### src/rtl/ks42_stream_accumulator.sv
`default_nettype none
// ============================================================================
//  Module   : ks42_stream_accumulator (with sparse_42bitks adder)
//  Brief    : Accumulates a valid/ready operand burst through a sparse
//             Kogge-Stone adder and presents sum, beat count and wrap flag.
//  Revision : 1.0 - initial release
// ============================================================================

module sparse_42bitks (
    input  logic [41:0] a,
    input  logic [41:0] b,
    output logic [41:0] sum
);
    // The top bit's generate would only feed the discarded carry-out.
    logic [40:0] w_g;
    logic [41:0] w_p;
    logic [41:0] w_c;
    logic [9:0]  w_gg0, w_gg1, w_gg2, w_gg3, w_gg4;
    logic [9:1]  w_gp0;
    logic [9:2]  w_gp1;
    logic [9:4]  w_gp2;
    logic [9:8]  w_gp3;

    assign w_g = a[40:0] & b[40:0];
    assign w_p = a ^ b;

    // Ten 4-bit groups feed the prefix tree; bits 41:40 only ripple off group 9.
    // Group propagates touching bit 0 are never needed because carry-in is zero.
    generate
        for (genvar k = 0; k < 10; k++) begin : g_grp
            assign w_gg0[k] = w_g[4*k+3]
                            | (w_p[4*k+3] & w_g[4*k+2])
                            | (w_p[4*k+3] & w_p[4*k+2] & w_g[4*k+1])
                            | (w_p[4*k+3] & w_p[4*k+2] & w_p[4*k+1] & w_g[4*k]);
            if (k >= 1) begin : g_p0
                assign w_gp0[k] = &w_p[4*k+3 -: 4];
            end

            if (k >= 1) begin : g_l1
                assign w_gg1[k] = w_gg0[k] | (w_gp0[k] & w_gg0[k-1]);
            end else begin : g_l1_pass
                assign w_gg1[k] = w_gg0[k];
            end
            if (k >= 2) begin : g_l1p
                assign w_gp1[k] = w_gp0[k] & w_gp0[k-1];
            end

            if (k >= 2) begin : g_l2
                assign w_gg2[k] = w_gg1[k] | (w_gp1[k] & w_gg1[k-2]);
            end else begin : g_l2_pass
                assign w_gg2[k] = w_gg1[k];
            end
            if (k >= 4) begin : g_l2p
                assign w_gp2[k] = w_gp1[k] & w_gp1[k-2];
            end

            if (k >= 4) begin : g_l3
                assign w_gg3[k] = w_gg2[k] | (w_gp2[k] & w_gg2[k-4]);
            end else begin : g_l3_pass
                assign w_gg3[k] = w_gg2[k];
            end
            if (k >= 8) begin : g_l3p
                assign w_gp3[k] = w_gp2[k] & w_gp2[k-4];
            end

            if (k >= 8) begin : g_l4
                assign w_gg4[k] = w_gg3[k] | (w_gp3[k] & w_gg3[k-8]);
            end else begin : g_l4_pass
                assign w_gg4[k] = w_gg3[k];
            end
        end

        assign w_c[0] = 1'b0;
        for (genvar i = 1; i < 42; i++) begin : g_carry
            if (i % 4 == 0) begin : g_grp_cin
                assign w_c[i] = w_gg4[i/4-1];
            end else begin : g_ripple
                assign w_c[i] = w_g[i-1] | (w_p[i-1] & w_c[i-1]);
            end
        end
    endgenerate

    assign sum = w_p ^ w_c;
endmodule

module ks42_stream_accumulator #(
    parameter int CNT_W = 8
) (
    input  logic             clk,
    input  logic             rst_n,
    input  logic             clear,
    input  logic             in_valid,
    output logic             in_ready,
    input  logic [41:0]      in_data,
    input  logic             in_last,
    output logic             out_valid,
    input  logic             out_ready,
    output logic [41:0]      out_sum,
    output logic [CNT_W-1:0] out_count,
    output logic             out_wrap
);
    localparam logic [0:0]       c_st_accum = 1'b0;
    localparam logic [0:0]       c_st_hold  = 1'b1;
    localparam logic [CNT_W-1:0] c_cnt_max  = {CNT_W{1'b1}};

    logic [0:0]       r_state;
    logic [41:0]      r_acc;
    logic [CNT_W-1:0] r_count;
    logic             r_wrap;
    logic [41:0]      r_out_sum;
    logic [CNT_W-1:0] r_out_count;
    logic             r_out_wrap;

    logic [41:0]      w_next_acc;
    logic             w_beat;
    logic             w_next_wrap;
    logic [CNT_W-1:0] w_next_count;

    sparse_42bitks u_adder (
        .a   (r_acc),
        .b   (in_data),
        .sum (w_next_acc)
    );

    assign in_ready     = (r_state == c_st_accum);
    assign out_valid    = (r_state == c_st_hold);
    assign w_beat       = in_valid & in_ready;
    // A modulo-2**42 sum smaller than its starting value means the carry-out was lost.
    assign w_next_wrap  = r_wrap | (w_next_acc < r_acc);
    assign w_next_count = (r_count == c_cnt_max) ? r_count : r_count + 1'b1;

    always_ff @(posedge clk or negedge rst_n) begin
        if (!rst_n) begin
            r_state     <= c_st_accum;
            r_acc       <= '0;
            r_count     <= '0;
            r_wrap      <= 1'b0;
            r_out_sum   <= '0;
            r_out_count <= '0;
            r_out_wrap  <= 1'b0;
        end else if (clear) begin
            r_state <= c_st_accum;
            r_acc   <= '0;
            r_count <= '0;
            r_wrap  <= 1'b0;
        end else if (w_beat) begin
            r_acc   <= w_next_acc;
            r_count <= w_next_count;
            r_wrap  <= w_next_wrap;
            if (in_last) begin
                r_out_sum   <= w_next_acc;
                r_out_count <= w_next_count;
                r_out_wrap  <= w_next_wrap;
                r_state     <= c_st_hold;
            end
        end else if ((r_state == c_st_hold) && out_ready) begin
            r_state <= c_st_accum;
            r_acc   <= '0;
            r_count <= '0;
            r_wrap  <= 1'b0;
        end
    end

    assign out_sum   = r_out_sum;
    assign out_count = r_out_count;
    assign out_wrap  = r_out_wrap;
endmodule
`default_nettype wire

### config.mk
export PLATFORM = sky130hd
export DESIGN_NAME = ks42_stream_accumulator
export DESIGN_NICKNAME = d
export VERILOG_FILES = /design/src/rtl/ks42_stream_accumulator.sv
export SDC_FILE = /design/constraint.sdc
export NUM_CORES = 1
export LEC_CHECK = 0
export ABC_AREA = 1
export BUFFER_PORTS_ARGS = -buffer_cell sky130_fd_sc_hd__buf_2
export CORE_ASPECT_RATIO = 1.75
export CORE_MARGIN = 2
export CORE_UTILIZATION = 54
export CTS_CLUSTER_SIZE = 30
export DETAILED_ROUTE_END_ITERATION = 6
export PLACE_DENSITY = 0.73
export SLEW_MARGIN = 20
export SYNTH_ARGS = -nofsm -noshare
export SYNTH_HDL_FRONTEND = slang
export SYNTH_HIERARCHICAL = 1
export SYNTH_SLANG_ARGS = --single-unit
### constraint.sdc
create_clock -name clk -period 4.2 [get_ports clk]
set_clock_uncertainty 0.15 [all_clocks]
set_input_delay 0.84 -clock clk [delete_from_list [all_inputs] [get_ports clk]]
set_output_delay 0.84 -clock clk [all_outputs]
set_load 0.05 [all_outputs]
### Yosys cells after proc, flatten, opt, wreduce, memory -nomap -nowiden

Cells that the tools add are included.

| operators by class | value |
|---|---|
| reduce and logical (&&, ||, !) cells | 13 |
| mux-type cells | 13 |
| equal/unequal tests | 2 |
| order comparisons | 1 |
| bitwise gates (word level) | 213 |
| $add $sub $neg | 1 |

Operators with widths:

| kind | count |
|---|---|
| $mux W42 | 3 |
| $and A1 B1 Y1 | 122 |
| $or A1 B1 Y1 | 86 |
| $xor A42 B42 Y42 | 2 |
| $lt A42 B42 Y1 | 1 |
| $and A41 B41 Y41 | 1 |
| $reduce_and A4 Y1 | 9 |
| $mux W8 | 4 |
| $add A8 B1 Y8 const B | 1 |
| $eq A8 B8 Y1 const B | 1 |
| $mux W1 | 6 |
| $ne A3 B3 Y1 const B | 1 |
| $reduce_and A3 Y1 | 1 |
| $reduce_bool A3 Y1 | 1 |
| $not A1 Y1 | 2 |
| $reduce_and A2 Y1 | 1 |
| $logic_and A1 B1 Y1 | 1 |

| word-level totals | value |
|---|---|
| bits of input ports | 48 |
| word-level logic and storage cells | 250 |
| register bits after elaboration | 103 |
| output and inout port bits | 53 |

### Longest topological paths before layout

Gate-level depths: netlist (run 1).

| logic depth | value |
|---|---|
| depth after elaboration | 23 |
| gate-level depth with buffers | 28 |
| depth with buffers taken out | 28 |

### Hierarchy

Netlist (run 1), hierarchy kept.

Modules (own cells, without submodules):

| module | seq. area each (um^2) | area an instance (um^2) | instances | cells each |
|---|---|---|---|---|
| ks42_stream_accumulator | 2,577.5 | 4,988.5 | 1 | 561 |
| sparse_42bitks | 0.0 | 2,008.2 | 1 | 270 |

### Worst setup path before layout (run 1)

OpenSTA, ideal clock, no wires.

| timing | value |
|---|---|
| path type | input-to-reg |
| start point | input in_data[3] |
| end point | register r_out_wrap (netlist: out_wrap) |
| slack | -0.156 ns |
| required time | 3.932 ns |
| buffers on the path | 0 |
| stages | 24 |
| setup time | 0.118 ns |
| data arrival time | 4.089 ns |
| path through | ha_1 -> a21oi_1 -> nand2_2 -> nand2_1 -> nand3_2 -> nand2_2 -> nand2_2 -> nand2_1 -> nand2_1 -> fa_1 -> fa_1 -> fa_1 -> xor2_1 -> ha_1 -> nand2_1 -> nor2_1 -> and2_1 -> nand3_1 -> nor2_1 -> nand2_1 -> nand3_1 -> nand2_1 -> nand2_1 -> nand2_1 |

| on the way | value |
|---|---|
| elaborated cells between the ends (all ways) | 87 |
| those cells by class | 1 x order compare; 86 x bitwise |

RTL lines:

| what | RTL line | source |
|---|---|---|
| from (decl) | 94 | `input logic [41:0] in_data,` |
| $xor A42 B42 Y42 | 25 | `assign w_p = a ^ b;` |
| $and A1 B1 Y1 (on tied branches) | 32, 33, 34 |  |
| $or A1 B1 Y1 (tied with other cells) | 32 | `\| (w_p[4*k+3] & w_g[4*k+2])` |
| $or A1 B1 Y1 or $and A1 B1 Y1 (tied branches) | 33, 34 |  |
| $or A1 B1 Y1 (*) | 34 | `\| (w_p[4*k+3] & w_p[4*k+2] & w_p[4*k+1] & w_g[4*k]);` |
| $and A1 B1 Y1 (*) | 67 | `assign w_gg4[k] = w_gg3[k] \| (w_gp3[k] & w_gg3[k-8]);` |
| $or A1 B1 Y1 (*) | 67 |  |
| $and A1 B1 Y1 (*) | 78 | `assign w_c[i] = w_g[i-1] \| (w_p[i-1] & w_c[i-1]);` |
| $or A1 B1 Y1 (*) | 78 |  |
| $and A1 B1 Y1 (*) | 78 |  |
| $or A1 B1 Y1 (*) | 78 |  |
| $and A1 B1 Y1 (*) | 78 |  |
| $or A1 B1 Y1 (*) | 78 |  |
| $xor A42 B42 Y42 (*) | 83 | `assign sum = w_p ^ w_c;` |
| named net w_next_acc[39] | 114 | `logic [41:0] w_next_acc;` |
| $lt A42 B42 Y1 (*) | 129 | `assign w_next_wrap = r_wrap \| (w_next_acc < r_acc);` |
| $or A1 B1 Y1 (*) | 129 |  |
| to (signal assigned) | 153 | `r_out_wrap <= w_next_wrap;` |
| to (decl) | 112 | `logic r_out_wrap;` |

Mark *: on every way through the listed nets, which the timed path passes. The rest lies on a longest branch.
A chain may end at the register's enable or synchronous reset.

### Worst setup path after layout (run 1)

| timing | value |
|---|---|
| start point | input in_data[23] |
| end point | register r_out_wrap (netlist: out_wrap) |

| on the way | value |
|---|---|
| elaborated cells between the ends (all ways) | 74 |
| those cells by class | 1 x order compare; 72 x bitwise; 1 x reduce/logical |

RTL lines:

| what | RTL line | source |
|---|---|---|
| $xor A42 B42 Y42 | 25 |  |
| $and A1 B1 Y1 (on tied branches) | 32, 33, 34 |  |
| $or A1 B1 Y1 (tied with other cells) | 32 |  |
| $or A1 B1 Y1 or $and A1 B1 Y1 (tied branches) | 33, 34 |  |
| $or A1 B1 Y1 | 34 |  |
| $or A1 B1 Y1 | 40 | `assign w_gg1[k] = w_gg0[k] \| (w_gp0[k] & w_gg0[k-1]);` |
| $and A1 B1 Y1 | 49 | `assign w_gg2[k] = w_gg1[k] \| (w_gp1[k] & w_gg1[k-2]);` |
| $or A1 B1 Y1 | 49 |  |
| $or A1 B1 Y1 (*) | 58 | `assign w_gg3[k] = w_gg2[k] \| (w_gp2[k] & w_gg2[k-4]);` |
| $and A1 B1 Y1 (*) | 78 |  |
| $or A1 B1 Y1 (*) | 78 |  |
| $and A1 B1 Y1 (*) | 78 |  |
| $or A1 B1 Y1 (*) | 78 |  |
| $xor A42 B42 Y42 (*) | 83 |  |
| named net w_next_acc[34] | 114 |  |
| $lt A42 B42 Y1 (*) | 129 |  |
| $or A1 B1 Y1 (*) | 129 |  |

Marked as above.

==> results of run 1 <==
registers in the layout (all words and copies together), names as in the netlist:
register,flops
r_count,8
r_wrap,1
out_count,8
out_sum,42
out_valid,1
out_wrap,1
r_acc,42
worst max-delay path: stages:
cell                      delay, ns
sky130_fd_sc_hd__buf_2         0.11
sky130_fd_sc_hd__ha_4          0.22
sky130_fd_sc_hd__a21oi_1       0.21
sky130_fd_sc_hd__nand3_2       0.12
sky130_fd_sc_hd__buf_4         0.16
sky130_fd_sc_hd__a21oi_4       0.12
sky130_fd_sc_hd__nor2_2        0.05
sky130_fd_sc_hd__nor2_2        0.11
sky130_fd_sc_hd__nand2_2       0.09
sky130_fd_sc_hd__fa_2          0.37
sky130_fd_sc_hd__fa_2          0.36
sky130_fd_sc_hd__inv_2         0.07
sky130_fd_sc_hd__fa_1          0.44
sky130_fd_sc_hd__inv_2         0.11
sky130_fd_sc_hd__ha_4          0.20
sky130_fd_sc_hd__nand2_1       0.07
sky130_fd_sc_hd__nor2_1        0.04
sky130_fd_sc_hd__and2_4        0.17
sky130_fd_sc_hd__buf_4         0.13
sky130_fd_sc_hd__a21oi_2       0.13
sky130_fd_sc_hd__nand3_2       0.09
sky130_fd_sc_hd__nand2_1       0.07
sky130_fd_sc_hd__nand2_1       0.04
sky130_fd_sc_hd__nand2_1       0.06
worst paths after layout:
kind / from / slack (ns) / end
worst max-delay path: in_data[23] / -0.06 / out_wrap
worst min-delay path: out_sum[7] / 0.33 / out_sum[7]
worst max register to register: r_acc[23] / 0.09 / out_wrap
worst min register to register: out_sum[7] / 0.33 / out_sum[7]
max in group asynchronous: rst_n / 2.61 / r_acc[0]
min in group asynchronous: rst_n / 0.43 / out_sum[23]
cells by family after synthesis:
family          share of synthesized area (%)
compound gates                           11.4
flops                                    36.8
fa+ha+maj                                23.2
simple gates                             15.7
buf+inv                                  10.7
xor+xnor                                 2.00
layer usage:
layer	share of wire (%)	vias up	global-route usage, %
li1	-	2941	-
met1	39	2930	27.3
met3	2.8	33	2.63
met2	56	123	47.1
met4	3.0	0	12.1
met5	0	-	0
cell usage in the layout (no fill, tap or decap), types with 14 or more instances in the layout:
cell | synthesis | layout
sky130_fd_sc_hd__o22ai_1 | 45 | 45
sky130_fd_sc_hd__ha_4 | 0 | 18
sky130_fd_sc_hd__inv_1 | 174 | 166
sky130_fd_sc_hd__fa_1 | 30 | 16
sky130_fd_sc_hd__nand2_1 | 175 | 160
sky130_fd_sc_hd__ha_1 | 82 | 63
sky130_fd_sc_hd__buf_4 | 0 | 59
sky130_fd_sc_hd__buf_2 | 7 | 96
sky130_fd_sc_hd__nand3_1 | 27 | 15
sky130_fd_sc_hd__nand2_2 | 9 | 20
sky130_fd_sc_hd__dfrtp_1 | 103 | 103
sky130_fd_sc_hd__o21ai_0 | 53 | 53
sky130_fd_sc_hd__a21oi_1 | 32 | 22
sky130_fd_sc_hd__fa_2 | 0 | 14
sky130_fd_sc_hd__nor2_1 | 34 | 22
report_power, final:
group / switching [W] / total (W) / internal (W)
Sequential: 0.000156 / 0.00136 / 0.00121
Combinational: 0.00162 / 0.00255 / 0.000926
Clock: 0.000418 / 0.000894 / 0.000476
layout make-up:
cell class | instances | area, sq um | area share [%]
multi-input cells | 530 | 4170 | 46.6
repair buffers | 161 | 1000 | 11.2
inverters | 179 | 672 | 7.51
clock buffers | 9 | 225 | 2.52
well taps | 171 | 214 | 2.39
clock inverters | 7 | 91.3 | 1.02
flip-flops and latches | 103 | 2580 | 28.8
stage by stage:
stage	instance area [sq um]	hold WS, ns	utilization (%)
detailed placement	8100	0.318	63.3
floorplan	7050	0.344	-
global route	8950	0.348	69.9
finish	8950	0.329	69.9
global placement	8100	0.311	63.3
CTS	8450	0.336	66.0
timing repair:
item | 4_1_cts | 5_1_grt
hold buffers | 0 | 0
pin swaps | 1 | 59
setup endpoints to repair | 2 | 2
resized for setup | 5 | 96
cloned | 0 | 0
buffers inserted | 1 | 7
==> flow_summary.html, run 1 <==
<table>
<tr><th>Metric</th><th>Value</th></tr>
<tr><th colspan="2">Global routing</th></tr>
<tr><td>Total overflow reported by the global router</td><td>0</td></tr>
<tr><td>Maximum number of pins on one net before global-route repair</td><td>64</td></tr>
<tr><td>Antenna violations before repair</td><td>0</td></tr>
<tr><td>Total Routing Usage GR</td><td>24.8%</td></tr>
<tr><td>Global-route wire length before repair</td><td>28000 um</td></tr>
<tr><td>Number of global-route vias before repair</td><td>6276</td></tr>
<tr><th colspan="2">Run</th></tr>
<tr><td>Max-Cap Viols</td><td>0</td></tr>
<tr><th colspan="2">Detailed routing</th></tr>
<tr><td>First-pass iteration count of the detailed router</td><td>5</td></tr>
<tr><td>Starting DRT DRC Count</td><td>233</td></tr>
<tr><td>Average wire per cell in the routed design</td><td>14.9 um</td></tr>
<tr><td>Number of remaining DRC errors</td><td>0</td></tr>
<tr><td>Residual antenna-violating net count after detailed routing</td><td>0</td></tr>
<tr><td>Vias</td><td>6027</td></tr>
<tr><td>Mean number of vias per cell</td><td>5.20</td></tr>
<tr><td>Aggregate routed wire length</td><td>17300 um</td></tr>
<tr><th colspan="2">Synthesis</th></tr>
<tr><td>Synthesized netlist net count</td><td>991</td></tr>
<tr><td>Number of distinct library cells after synthesis</td><td>35</td></tr>
<tr><td>Number of flip-flops and latches in the synthesized netlist</td><td>103</td></tr>
<tr><td>Netlist area before placement</td><td>7000 sq um</td></tr>
<tr><td>Cell types with the largest area share after synthesis</td><td>sky130_fd_sc_hd__dfrtp_1 37%, sky130_fd_sc_hd__ha_1 15%, sky130_fd_sc_hd__nand2_1 9.4%</td></tr>
<tr><td>Count leader, synth</td><td>sky130_fd_sc_hd__nand2_1</td></tr>
<tr><td>Warnings, synthesis</td><td>6</td></tr>
<tr><td>Post-Synthesis Cells</td><td>831</td></tr>
<tr><td>Syn Area/Cell</td><td>8.42 sq um</td></tr>
<tr><td>Cell accounting for the most synthesized area</td><td>sky130_fd_sc_hd__dfrtp_1</td></tr>
<tr><td>Commonest cells post-synth</td><td>175 x sky130_fd_sc_hd__nand2_1, 174 x sky130_fd_sc_hd__inv_1, 103 x sky130_fd_sc_hd__dfrtp_1</td></tr>
<tr><td>Number of flops mapped to enable cells by yosys</td><td>0</td></tr>
<tr><td>Portion of the post-synthesis area used by sequential elements</td><td>36.8%</td></tr>
<tr><td>Share of flip-flops with an asynchronous set or reset</td><td>100%</td></tr>
<tr><td>Commonest register cell after synthesis</td><td>sky130_fd_sc_hd__dfrtp_1</td></tr>
<tr><td>Proportion of netlist area held by the largest area contributor</td><td>36.8%</td></tr>
<tr><th colspan="2">Power</th></tr>
<tr><td>P per Cell Area</td><td>537 nW/um^2</td></tr>
<tr><td>Overall power of the completed layout</td><td>0.00481 W</td></tr>
<tr><td>VDD IR max</td><td>0.000352 V</td></tr>
<tr><td>Static leakage</td><td>4.71 nW</td></tr>
<tr><th colspan="2">Worst setup path</th></tr>
<tr><td>Maximum net fanout on the critical path</td><td>3</td></tr>
<tr><td>Crit path DAT</td><td>4.40 ns</td></tr>
<tr><td>Critical path capture point type</td><td>flop</td></tr>
<tr><td>Worst reg2reg path depth</td><td>23</td></tr>
<tr><td>Crit path required time</td><td>4.34 ns</td></tr>
<tr><td>Startpoint-to-endpoint class of the critical path</td><td>in2reg</td></tr>
<tr><td>Kind of start point of the critical path</td><td>primary input</td></tr>
<tr><th colspan="2">Die</th></tr>
<tr><td>Core footprint</td><td>12800 sq um</td></tr>
<tr><td>I/O pin total</td><td>101</td></tr>
<tr><td>FP Rows</td><td>55</td></tr>
<tr><td>Starting utilization of the core area</td><td>54.7%</td></tr>
<tr><td>Die boundary width</td><td>90.0 um</td></tr>
<tr><td>Die Y-Extent</td><td>155 um</td></tr>
<tr><td>Full die area</td><td>13900 sq um</td></tr>
<tr><th colspan="2">Place</th></tr>
<tr><td>GP Congestion</td><td>0.824</td></tr>
<tr><td>Half-perimeter wire length of the detailed placement result</td><td>12300 um</td></tr>
<tr><td>IO buf count</td><td>100</td></tr>
<tr><td>Placed instance count</td><td>1136</td></tr>
<tr><td>Setup Slack @ Placement</td><td>-0.423 ns</td></tr>
<tr><th colspan="2">Clock network</th></tr>
<tr><td>Insertion delay to the later sink of the worst-skew pair</td><td>0.36 ns</td></tr>
<tr><td>Cell at the root of the clock tree</td><td>sky130_fd_sc_hd__clkbuf_16</td></tr>
<tr><td>Clock-pin slew of the registers on the worst-case setup and hold paths</td><td>0.07 ns</td></tr>
<tr><td>Clock tree from TritonCTS</td><td>yes</td></tr>
<tr><td>TritonCTS sink count</td><td>103</td></tr>
<tr><td>Maximum buffer depth of the clock tree</td><td>2</td></tr>
<tr><td>Level count of the clock H-tree</td><td>3</td></tr>
<tr><td>Clock buffer count from CTS</td><td>9</td></tr>
<tr><th colspan="2">Run status</th></tr>
<tr><td>Violations in the final reports</td><td>setup timing</td></tr>
<tr><td>Outcome</td><td>finished with violations</td></tr>
<tr><th colspan="2">Cells and area</th></tr>
<tr><td>Filler-free cell count of the finished design</td><td>1160</td></tr>
<tr><td>Filler cells</td><td>1029</td></tr>
<tr><td>Layout overhead on the synthesized area</td><td>27.9%</td></tr>
<tr><td>Share of cells above drive strength 1</td><td>29.8%</td></tr>
<tr><td>Diode count</td><td>0</td></tr>
<tr><td>NumNets Final</td><td>1144</td></tr>
<tr><th colspan="2">Timing</th></tr>
<tr><td>Final critical-path setup slack</td><td>-0.0563 ns</td></tr>
<tr><td>Setup TNS</td><td>-0.0843 ns</td></tr>
<tr><td>Tcrit/Tclk final</td><td>101%</td></tr>
<tr><td>Final count of hold timing violations</td><td>0</td></tr>
<tr><td>Setup repair after global routing missed its margin</td><td>yes</td></tr>
<tr><td>Worst slew margin</td><td>34.4%</td></tr>
<tr><td>Max Clk Rate</td><td>0.235 GHz</td></tr>
<tr><td>Worst slew pin tran</td><td>0.983 ns</td></tr>
<tr><td>Final Max Slew Viols</td><td>0</td></tr>
<tr><td>Final setup violation count</td><td>2</td></tr>
<tr><td>Period minus WS final</td><td>4.26 ns</td></tr>
<tr><th colspan="2">Worst hold path</th></tr>
<tr><td>WHS Path Cells</td><td>2</td></tr>
<tr><td>Worst hold path class</td><td>reg2reg</td></tr>
</table>
Power figures use the tool's default switching activity.
==> run 2, diff against run 1 <==
Settings changed: ABC_AREA 1 to default.
==> run 2 against run 1 <==
  * The run still ends with setup timing left
  * First-iteration DRC count shrank 10%
  * Register-to-register slack lost 0.65 ns
  * Combinational power grew 3%
  * Sequential power is essentially flat
  * Clock power shrank 12%
  * Critical path type unchanged
==> flow_summary.html, run 2 <==
<table>
<tr><th>Metric</th><th>Value</th></tr>
<tr><th colspan="2">Synthesis</th></tr>
<tr><td>Portion of the post-synthesis area used by sequential elements</td><td>37.9% (+1.1 points)</td></tr>
<tr><td>Number of distinct library cells after synthesis</td><td>50 (+43%)</td></tr>
<tr><td>Post-synthesis simple-gate area fraction</td><td>16.9% (+1.2 points)</td></tr>
<tr><td>Syn Area/Cell</td><td>9.08 sq um (+7.9%)</td></tr>
<tr><td>Share of flip-flops with an asynchronous set or reset</td><td>100% (unchanged)</td></tr>
<tr><td>Xor/xnor cell area share of the yosys netlist</td><td>2.06% (+0.059 points)</td></tr>
<tr><td>Count leader, synth</td><td>sky130_fd_sc_hd__nand2_1</td></tr>
<tr><td>Compound-Gate Fraction of Synth Area</td><td>12.7% (+1.2 points)</td></tr>
<tr><td>Proportion of netlist area held by the largest area contributor</td><td>37.9% (+1.1 points)</td></tr>
<tr><td>Area share of fa/ha/maj cells after synthesis</td><td>23.9% (+0.69 points)</td></tr>
<tr><td>Synthesized netlist net count</td><td>908 (-8.4%)</td></tr>
<tr><td>Number of flip-flops and latches in the synthesized netlist</td><td>103 (unchanged)</td></tr>
<tr><td>Commonest register cell after synthesis</td><td>sky130_fd_sc_hd__dfrtp_1</td></tr>
<tr><td>Warnings, synthesis</td><td>6 (unchanged)</td></tr>
<tr><td>Netlist area before placement</td><td>6800 sq um (-2.9%)</td></tr>
<tr><td>Commonest cells post-synth</td><td>208 x sky130_fd_sc_hd__nand2_1, 103 x sky130_fd_sc_hd__dfrtp_1, 89 x sky130_fd_sc_hd__inv_1</td></tr>
<tr><td>Main combinational cell family by area after synthesis</td><td>adder cells</td></tr>
<tr><td>Mux contribution to synthesized area</td><td>0.295% (+0.29 points)</td></tr>
<tr><td>Number of flops mapped to enable cells by yosys</td><td>0 (unchanged)</td></tr>
<tr><td>Cell accounting for the most synthesized area</td><td>sky130_fd_sc_hd__dfrtp_1</td></tr>
<tr><td>Cell types with the largest area share after synthesis</td><td>sky130_fd_sc_hd__dfrtp_1 38%, sky130_fd_sc_hd__ha_1 15%, sky130_fd_sc_hd__nand2_1 11%</td></tr>
<tr><td>Post-Synthesis Cells</td><td>748 (-10%)</td></tr>
<tr><th colspan="2">Die</th></tr>
<tr><td>Die boundary width</td><td>88.8 um (-1.4%)</td></tr>
<tr><td>FP Rows</td><td>54 (-1.8%)</td></tr>
<tr><td>Starting utilization of the core area</td><td>55.0% (+0.30 points)</td></tr>
<tr><td>I/O pin total</td><td>101 (unchanged)</td></tr>
<tr><td>Core footprint</td><td>12400 sq um (-3.4%)</td></tr>
<tr><td>Full die area</td><td>13500 sq um (-2.8%)</td></tr>
<tr><td>Die Y-Extent</td><td>152 um (-1.4%)</td></tr>
<tr><th colspan="2">Detailed routing</th></tr>
<tr><td>Average wire per cell in the routed design</td><td>16.3 um (+9.7%)</td></tr>
<tr><td>Residual antenna-violating net count after detailed routing</td><td>0 (unchanged)</td></tr>
<tr><td>First-pass iteration count of the detailed router</td><td>4 (-1)</td></tr>
<tr><td>Number of remaining DRC errors</td><td>0 (unchanged)</td></tr>
<tr><td>Starting DRT DRC Count</td><td>209 (-10%)</td></tr>
<tr><td>Aggregate routed wire length</td><td>18400 um (+6.8%)</td></tr>
<tr><td>Vias</td><td>5993 (-0.56%)</td></tr>
<tr><td>Mean number of vias per cell</td><td>5.31 (+2.2%)</td></tr>
<tr><th colspan="2">Cells and area</th></tr>
<tr><td>Most common library cell in the layout ignoring fill and taps</td><td>sky130_fd_sc_hd__nand2_1</td></tr>
<tr><td>Diode count</td><td>0 (unchanged)</td></tr>
<tr><td>Layout overhead on the synthesized area</td><td>29.6%</td></tr>
<tr><td>Leading cell types in the layout, fill and taps excluded</td><td>206 x sky130_fd_sc_hd__nand2_1, 120 x sky130_fd_sc_hd__buf_4, 103 x sky130_fd_sc_hd__dfrtp_1</td></tr>
<tr><td>Utilization after layout</td><td>71.2% (+1.3 points)</td></tr>
<tr><td>Final instance area</td><td>8810 sq um (-1.6%)</td></tr>
<tr><td>NumNets Final</td><td>1117 (-2.4%)</td></tr>
<tr><td>Share of cells above drive strength 1</td><td>29.2% (-0.59 points)</td></tr>
<tr><th colspan="2">Place</th></tr>
<tr><td>Half-perimeter wire length of the detailed placement result</td><td>14300 um (+16%)</td></tr>
<tr><td>GP Congestion</td><td>0.921 (+12%)</td></tr>
<tr><td>IO buf count</td><td>100 (unchanged)</td></tr>
<tr><td>Instance area after placement</td><td>8370 sq um (+3.4%)</td></tr>
<tr><th colspan="2">Timing</th></tr>
<tr><td>Tcrit/Tclk final</td><td>117% (+15 points)</td></tr>
<tr><td>Final count of hold timing violations</td><td>0 (unchanged)</td></tr>
<tr><td>Setup TNS</td><td>-1.38 ns (-1.29 ns)</td></tr>
<tr><td>Period minus WS final</td><td>4.90 ns (+0.649 ns)</td></tr>
<tr><td>Setup repair after global routing missed its margin</td><td>yes</td></tr>
<tr><td>Final critical-path setup slack</td><td>-0.705 ns (-0.649 ns)</td></tr>
<tr><td>Max Clk Rate</td><td>0.204 GHz (-13%)</td></tr>
<tr><td>Worst slew pin tran</td><td>0.962 ns (-0.0204 ns)</td></tr>
<tr><td>Worst slew margin</td><td>35.8% (+1.5 points)</td></tr>
<tr><td>Final Max Slew Viols</td><td>0 (unchanged)</td></tr>
<tr><td>Final setup violation count</td><td>2 (unchanged)</td></tr>
<tr><th colspan="2">Clock network</th></tr>
<tr><td>Level count of the clock H-tree</td><td>3 (unchanged)</td></tr>
<tr><td>Insertion delay to the later sink of the worst-skew pair</td><td>0.35 ns (about the same)</td></tr>
<tr><td>Cts hold-fix bufs</td><td>0 (unchanged)</td></tr>
<tr><td>Clock-pin slew of the registers on the worst-case setup and hold paths</td><td>0.07 ns (about the same)</td></tr>
<tr><td>TritonCTS sink count</td><td>103 (unchanged)</td></tr>
<tr><td>Clock buffer count from CTS</td><td>9 (unchanged)</td></tr>
<tr><td>Clock tree from TritonCTS</td><td>yes</td></tr>
<tr><td>Cell at the root of the clock tree</td><td>sky130_fd_sc_hd__clkbuf_16</td></tr>
<tr><td>Maximum buffer depth of the clock tree</td><td>2 (unchanged)</td></tr>
<tr><th colspan="2">Power</th></tr>
<tr><td>VDD IR max</td><td>0.000306 V (-13%)</td></tr>
<tr><td>Static leakage</td><td>4.60 nW (-2.4%)</td></tr>
<tr><td>P per Cell Area</td><td>541 nW/um^2 (+0.76%)</td></tr>
<tr><th colspan="2">Run status</th></tr>
<tr><td>Outcome</td><td>finished with violations</td></tr>
<tr><td>Violations in the final reports</td><td>setup timing</td></tr>
<tr><th colspan="2">Worst hold path</th></tr>
<tr><td>Hold wc startpoint</td><td>out_sum[17]</td></tr>
<tr><td>Worst hold path class</td><td>reg2reg</td></tr>
<tr><th colspan="2">Worst setup path</th></tr>
<tr><td>Critical path capture point type</td><td>flop</td></tr>
<tr><td>Maximum net fanout on the critical path</td><td>3 (unchanged)</td></tr>
<tr><td>Crit path DAT</td><td>4.99 ns (+0.59 ns)</td></tr>
<tr><td>Crit path required time</td><td>4.28 ns (-0.06 ns)</td></tr>
<tr><td>Start point of the critical path</td><td>in_data[28]</td></tr>
<tr><td>Startpoint-to-endpoint class of the critical path</td><td>in2reg</td></tr>
<tr><td>Start of the worst register-to-register path</td><td>r_acc[29]</td></tr>
<tr><td>Kind of start point of the critical path</td><td>primary input</td></tr>
<tr><th colspan="2">Global routing</th></tr>
<tr><td>Maximum number of pins on one net before global-route repair</td><td>56 (-13%)</td></tr>
<tr><td>Total Routing Usage GR</td><td>29.2% (+4.3 points)</td></tr>
<tr><td>Global-route wire length before repair</td><td>30700 um (+9.8%)</td></tr>
<tr><td>Total overflow reported by the global router</td><td>0 (unchanged)</td></tr>
<tr><td>Antenna violations before repair</td><td>1 (+1)</td></tr>
<tr><td>Number of global-route vias before repair</td><td>6731 (+7.2%)</td></tr>
<tr><th colspan="2">Run</th></tr>
<tr><td>Max-Cap Viols</td><td>0 (unchanged)</td></tr>
</table>
## run 2: changes by cell type after synthesis, moves of 4 or more
cell	change
sky130_fd_sc_hd__nand2_2	-9
sky130_fd_sc_hd__nor2_1	-21
sky130_fd_sc_hd__inv_2	-5
sky130_fd_sc_hd__o22ai_1	-45
sky130_fd_sc_hd__nand2b_1	+6
sky130_fd_sc_hd__nand4_1	+7
sky130_fd_sc_hd__inv_1	-85
sky130_fd_sc_hd__nand2_1	+33
sky130_fd_sc_hd__o21ai_0	+7
sky130_fd_sc_hd__o21ai_1	+4
sky130_fd_sc_hd__nand3_1	-21
sky130_fd_sc_hd__a21o_1	+8
## run 2: worst paths after layout
path,to,slack (ns),cells after the start
worst max-delay path,out_wrap,-0.70,20
worst min-delay path,out_sum[17],0.32,2
worst max register to register,out_wrap,-0.56,19
worst min register to register,out_sum[17],0.32,2
max in group asynchronous,out_sum[35],2.62,2
min in group asynchronous,out_sum[3],0.41,1
## run 2: cells by family after synthesis
logic type | count (synthesis)
simple gates | 264
mux | 2
xor+xnor | 16
buf+inv | 110
fa+ha+maj | 112
compound gates | 141
flops | 103
## run 2: worst max-delay path: stages
cell                       delay, ns
sky130_fd_sc_hd__buf_2          0.13
sky130_fd_sc_hd__ha_1           0.28
sky130_fd_sc_hd__nand4_1        0.16
sky130_fd_sc_hd__inv_1          0.08
sky130_fd_sc_hd__a221oi_2       0.31
sky130_fd_sc_hd__o311ai_2       0.21
sky130_fd_sc_hd__a31oi_4        0.19
sky130_fd_sc_hd__buf_4          0.15
sky130_fd_sc_hd__o21ai_2        0.06
sky130_fd_sc_hd__fa_2           0.36
sky130_fd_sc_hd__fa_2           0.35
sky130_fd_sc_hd__fa_2           0.36
sky130_fd_sc_hd__xor2_2         0.16
sky130_fd_sc_hd__ha_1           0.31
sky130_fd_sc_hd__nand4_2        0.11
sky130_fd_sc_hd__nor4_4         0.18
sky130_fd_sc_hd__nand4_1        0.18
sky130_fd_sc_hd__a31oi_1        0.22
sky130_fd_sc_hd__nor3_2         0.08
sky130_fd_sc_hd__o31a_1         0.23
## run 2: what timing repair did
action,CTS,global route
buffers inserted,2,2
hold endpoints to repair,0,0
endpoints found under the setup margin,2,2
pin swaps,5,9
gates resized for setup,6,21
## run 2: metal layers
layer  GRT usage (%)  part of all wire [%]
met5               0                 0.038
met4            14.2                   4.7
met3            4.39                   3.2
met2            53.4                    56
met1            31.1                    36
## run 2: area by class of cell
class	count	area (sq um)
sequential	103	2580
fill	957	3560
clock inverter	3	20.0
timing repair buffer	219	1420
multi-input combinational	535	4000
clock buffer	12	246
tap	168	210
inverter	89	334
## run 2: metrics by stage
| step | power [W] | std cells | setup slack [ns] | hold slack, ns |
|---|---|---|---|---|
| 6_report | 0.00477 | 1129 | -0.705 | 0.320 |
| 5_1_grt | 0.00512 | 1129 | -0.800 | 0.352 |
| 4_1_cts | 0.00474 | 1127 | -0.647 | 0.324 |
| 3_5_place_dp | 0.00392 | 1110 | -1.13 | 0.307 |
| 3_3_place_gp | 0.00381 | 1110 | -1.01 | 0.304 |
| 2_1_floorplan | 0.00293 | 748 | -0.583 | 0.324 |
## run 2: power breakdown
part	internal (W)	switching [W]	total (W)
Clock	0.000415	0.000370	0.000786
Sequential	0.00121	0.000142	0.00135
Combinational	0.00104	0.00159	0.00263
